===== config.mk =====
export PLATFORM = sky130hd
export DESIGN_NAME = vga_src_switch
export DESIGN_NICKNAME = d
export VERILOG_FILES = /design/src/rtl/vga_pkg.sv /design/src/rtl/vga_frame_edge.sv /design/src/rtl/vga_src_switch.sv
export SDC_FILE = /design/constraint.sdc
export NUM_CORES = 1
export LEC_CHECK = 0
export BUFFER_PORTS_ARGS = -buffer_cell sky130_fd_sc_hd__buf_2
export CAP_MARGIN = 20
export CORE_ASPECT_RATIO = 0.6
export CORE_MARGIN = 2
export CORE_UTILIZATION = 35
export CTS_CLUSTER_DIAMETER = 150
export DETAILED_ROUTE_END_ITERATION = 8
export PLACE_DENSITY = 0.65
export SETUP_SLACK_MARGIN = 0.02
export SLEW_MARGIN = 20
export SYNTH_ARGS = -nofsm -noshare
export SYNTH_HDL_FRONTEND = slang
export SYNTH_HIERARCHICAL = 1
export SYNTH_SLANG_ARGS = --single-unit

===== constraint.sdc =====
create_clock -name clk -period 3.7 [get_ports clk]
set_input_delay 0.37 -clock clk [delete_from_list [all_inputs] [get_ports clk]]
set_output_delay 0.37 -clock clk [all_outputs]
set_load 0.01 [all_outputs]

===== src/rtl/vga_pkg.sv =====
// Shared types and defaults for the VGA source-switching blocks.
package vga_pkg;

    typedef enum logic [1:0] {
        StShow,
        StWaitVs,
        StBlank
    } vga_state_e;

    localparam int unsigned VgaRgbW = 12;
    localparam logic [VgaRgbW-1:0] VgaKeyColor = 12'hF0F;

endpackage


===== src/rtl/vga_frame_edge.sv =====
// Registers vsync and flags its rising edge, the frame boundary for frame-synchronous logic.
module vga_frame_edge (
    input  logic clk,
    input  logic rst,
    input  logic vsync,
    output logic vs_edge
);

    logic vs_q;

    always_ff @(posedge clk or negedge rst) begin
        if (!rst) begin
            vs_q <= 1'b0;
        end else begin
            vs_q <= vsync;
        end
    end

    assign vs_edge = vsync & ~vs_q;

endmodule


===== src/rtl/vga_src_switch.sv =====
// N-source VGA output selector: tear-free source changes at vsync, optional black frames,
// and colour-key overlay of the selected source over source 0.
module vga_src_switch
    import vga_pkg::*;
#(
    parameter int unsigned      N_SRC        = 4,
    parameter int unsigned      RGB_W        = VgaRgbW,
    parameter int unsigned      BLANK_FRAMES = 1,
    parameter logic [RGB_W-1:0] KEY_COLOR    = RGB_W'(VgaKeyColor)
) (
    input  logic                       clk,
    input  logic                       rst,
    input  logic [N_SRC-1:0]           in_hsync,
    input  logic [N_SRC-1:0]           in_vsync,
    input  logic [N_SRC-1:0]           in_hblnk,
    input  logic [N_SRC-1:0]           in_vblnk,
    input  logic [N_SRC*RGB_W-1:0]     in_rgb,
    input  logic                       req_valid,
    input  logic [$clog2(N_SRC)-1:0]   req_src,
    input  logic                       ovl_en,
    output logic                       out_hsync,
    output logic                       out_vsync,
    output logic                       out_hblnk,
    output logic                       out_vblnk,
    output logic [RGB_W-1:0]           out_rgb,
    output logic [$clog2(N_SRC)-1:0]   cur_src,
    output logic                       busy
);

    localparam int unsigned SrcW = $clog2(N_SRC);

    vga_state_e       state_q, state_d;
    logic [SrcW-1:0]  cur_src_q, cur_src_d;
    logic [SrcW-1:0]  pend_src_q, pend_src_d;
    logic             pend_flag_q, pend_flag_d;
    logic [3:0]       cnt_q, cnt_d;
    logic [3:0]       timing_q;
    logic [RGB_W-1:0] rgb_q, rgb_d;
    logic             vs_edge;
    logic             req_ok;
    logic [RGB_W-1:0] pix;
    logic [RGB_W-1:0] src_rgb [N_SRC];

    // Only source 0 supplies timing; the other sources' timing is aligned by contract.
    logic unused_timing;
    assign unused_timing = ^{in_hsync[N_SRC-1:1], in_vsync[N_SRC-1:1],
                             in_hblnk[N_SRC-1:1], in_vblnk[N_SRC-1:1]};

    for (genvar i = 0; i < N_SRC; i++) begin : g_unpack
        assign src_rgb[i] = in_rgb[i*RGB_W +: RGB_W];
    end

    vga_frame_edge u_frame_edge (
        .clk     (clk),
        .rst     (rst),
        .vsync   (in_vsync[0]),
        .vs_edge (vs_edge)
    );

    always_comb begin
        state_d     = state_q;
        cur_src_d   = cur_src_q;
        pend_src_d  = pend_src_q;
        pend_flag_d = pend_flag_q;
        cnt_d       = cnt_q;
        req_ok      = req_valid && (32'(req_src) < N_SRC);
        if (state_q == StShow && !pend_flag_q && req_src == cur_src_q) begin
            req_ok = 1'b0;
        end

        unique case (state_q)
            StShow: begin
                if (pend_flag_q || req_ok) begin
                    state_d = StWaitVs;
                end
            end
            StWaitVs: begin
                if (vs_edge) begin
                    cur_src_d   = pend_src_q;
                    pend_flag_d = 1'b0;
                    if (BLANK_FRAMES == 0) begin
                        state_d = StShow;
                    end else begin
                        state_d = StBlank;
                        cnt_d   = 4'(BLANK_FRAMES);
                    end
                end
            end
            StBlank: begin
                if (vs_edge) begin
                    cnt_d = cnt_q - 4'd1;
                    if (cnt_q == 4'd1) begin
                        state_d = StShow;
                    end
                end
            end
            default: state_d = StShow;
        endcase

        // A request landing on the switching edge survives as the next pending switch.
        if (req_ok) begin
            pend_src_d  = req_src;
            pend_flag_d = 1'b1;
        end
    end

    always_comb begin
        pix = src_rgb[cur_src_q];
        if (ovl_en && cur_src_q != '0 && pix == KEY_COLOR) begin
            pix = src_rgb[0];
        end
        rgb_d = pix;
        if (in_hblnk[0] || in_vblnk[0] || state_q == StBlank) begin
            rgb_d = '0;
        end
    end

    always_ff @(posedge clk or negedge rst) begin
        if (!rst) begin
            state_q     <= StShow;
            cur_src_q   <= '0;
            pend_src_q  <= '0;
            pend_flag_q <= 1'b0;
            cnt_q       <= '0;
            timing_q    <= '0;
            rgb_q       <= '0;
        end else begin
            state_q     <= state_d;
            cur_src_q   <= cur_src_d;
            pend_src_q  <= pend_src_d;
            pend_flag_q <= pend_flag_d;
            cnt_q       <= cnt_d;
            timing_q    <= {in_hsync[0], in_vsync[0], in_hblnk[0], in_vblnk[0]};
            rgb_q       <= rgb_d;
        end
    end

    assign {out_hsync, out_vsync, out_hblnk, out_vblnk} = timing_q;
    assign out_rgb = rgb_q;
    assign cur_src = cur_src_q;
    assign busy    = (state_q != StShow);

endmodule


==> results.cfg <==
[synth]
synth_top_flop_cell = dfrtp_1
synth-warning-count = 6
synth_nets = 203
netlist_area_sq_mm = 0.00164
synth_cell_types = 38
ys_seq_elements = 28
avgSynthCellArea_sq_um = 12.5
yosysSeqAreaShare_pct = 42.8
syn_inst = 131
ys_async_sr_fraction_pct = 100
synth_edf_count = 0

[floorplanning]
start_util_pct = 36.0
fp-row-count = 19
ios = 89
chipHeight_um = 56.9
core_sq_mm = 0.00454
die_w_um = 92.2
die_area_sq_mm = 0.00525

[placement]
gp_congestion = 0.822
place_hpwl_um = 3140
place_inst = 262
portBuffers = 76

[run_status]
status = complete, no violations

[routing]
drt-initial-drc-count = 68
drc = 0
finalWirelength_um = 4090
num_vias = 1374
routedWlPerCell_um = 15.4
detail-route-antenna-nets = 0
vias_per_cell = 5.17
first_pass_iters = 6

[clock_tree]
cts_buffers = 3
cts.hold.buffers_added = 0
clkLatencyLatePin_ps = 270
clkTransAtPathRegs_ps = 90
post-cts-setup-buffer-count = 0
h-tree-depth = 1
cts_tree = yes
numClockSinks = 28
cts_root_buf = clkbuf_8
cts_resized = 0
cts_buffer_depth = 2

[power_and_ir_drop]
ir_drop_mv = 0.314
powerDensity_mw_per_mm2 = 548
leakagePower_nw = 1.01

[timing]
setup_viol = 0
hold_viol_final = 0
skew_ps = 1.65
slew_viol_final = 0
worst_pin_slew_ps = 866
fin_tns_setup_ps = 0
fmax_mhz = 395
relSlewSlack_pct = 42.3
min_period_ps = 2530
rsz0062_at_grt = false
min_period_over_period_pct = 68.5

[setup_path]
cp.arrival_ps = 2700
path_cells = mux4_2 > and4bb_1 > nand3_4 > o311a_1
path_class = reg -> reg
cp-start-kind = flop
critical_path.max_stage_delay_ps = 920
crit_required_ps = 3860
crit_slowest_cell = dfrtp_1
critical_path_peak_fanout = 18
worstSetupEndpointType = flop
crit_family = flip-flops
timing.critical_path.buf_inv = 0

[cells_and_area]
area_delta_synth_final_pct = 26.7
layout-drive-gt1-share_pct = 47.3
final_nets = 276
layout_commonest_cell = buf_2
fin_cells = 266
n_antenna_cell = 0
fill_cells = 429
final_cell_mix = 76 x buf_2, 28 x dfrtp_1, 14 x nand2_1

[min_path]
hp-class = in -> async

[global_route]
track_usage_pct = 15.9
gr-total-overflow = 0
grt_pass1_wl_um = 6470
grt_start_max_net_pins = 29
antenna_found_initial = 0
grt_pass1_vias = 1295

[job]
maxCapViolations = 0
-- logic make-up after synthesis --
group           Yosys count  share of synthesized area (%)
simple gates             44                           16.8
xor+xnor                  2                           1.07
fa+ha+maj                 2                           1.53
buf+inv                  11                           5.43
mux                      17                           20.5
compound gates           27                           11.8
flops                    28                           42.8
-- sequential cells by signal, summed over array words and instances, names as in the netlist --
| name | cells |
|---|---|
| cnt_q | 4 |
| pend_flag_q | 1 |
| cur_src | 2 |
| timing_q | 4 |
| state_q | 2 |
| out_rgb | 12 |
| u_frame_edge/vs_q | 1 |
| pend_src_q | 2 |
-- per-stage QoR --
stage	area [sq um]	power, mW	hold slack [ps]	util [%]	setup WS [ps]
finish	2070	1.13	95.1	45.6	1170
global route	2070	1.22	151	45.6	1000
CTS	2070	1.15	121	45.6	1140
detailed placement	2020	0.954	427	44.4	1160
global placement	2020	0.944	427	44.4	1170
floorplan	1640	0.845	74.4	-	1750
-- synth_stat cells (2+ instances only) --
cell,n,area [sq um]
mux4_2,5,113
xor2_1,2,17.5
nor3_1,2,10.0
dfrtp_1,28,701
o311a_1,7,70.1
a21oi_1,2,10.0
mux2i_1,2,20.0
mux4_1,6,158
and4b_2,2,22.5
nand2_1,14,52.6
ha_1,2,25.0
mux2_2,4,45.0
o21ai_0,10,50.1
nor2b_4,2,27.5
nor2_1,5,18.8
and3_1,3,18.8
a22oi_1,3,22.5
clkbuf_8,4,55.1
nand4_1,3,18.8
clkbuf_1,3,11.3
nor2b_1,2,12.5
and2_1,2,12.5
inv_1,3,11.3
-- where the power goes --
part	internal [mW]	switching [mW]
sequential	0.364	0.126
clock	0.0953	0.0935
combinational	0.255	0.201
total	0.715	0.420
-- area by class of cell --
| cell class | instances | area, sq um | area share (%) |
|---|---|---|---|
| clock buffers | 4 | 55.1 | 2.66 |
| inverters | 3 | 11.3 | 0.543 |
| multi-input cells | 92 | 846 | 40.8 |
| flip-flops and latches | 28 | 701 | 33.8 |
| well taps | 63 | 78.8 | 3.80 |
| repair buffers | 76 | 380 | 18.4 |
-- metal layers --
layer,share of wire [%],up-vias,global-route usage [%]
met1,50,665,23.7
met5,0,-,0
li1,-,651,-
met3,6.4,2,4.10
met4,0.54,0,3.41
met2,43,56,23.8
-- worst paths after layout --
path / slack [ps] / endpoint / from / depth (start not counted)
worst max register to register: 1170 / out_rgb[11] / cur_src[0] / 4
worst min register to register: 510 / pend_src_q[0] / pend_src_q[0] / 1
worst min-delay path: 100 / out_rgb[4] / rst / 1
min in group clk: 200 / timing_q[3] / in_hsync[0] / 1
worst max-delay path: 1170 / out_rgb[11] / cur_src[0] / 4
max in group asynchronous: 3190 / out_rgb[0] / rst / 1
No activity file was read; power rests on OpenSTA's default activity.
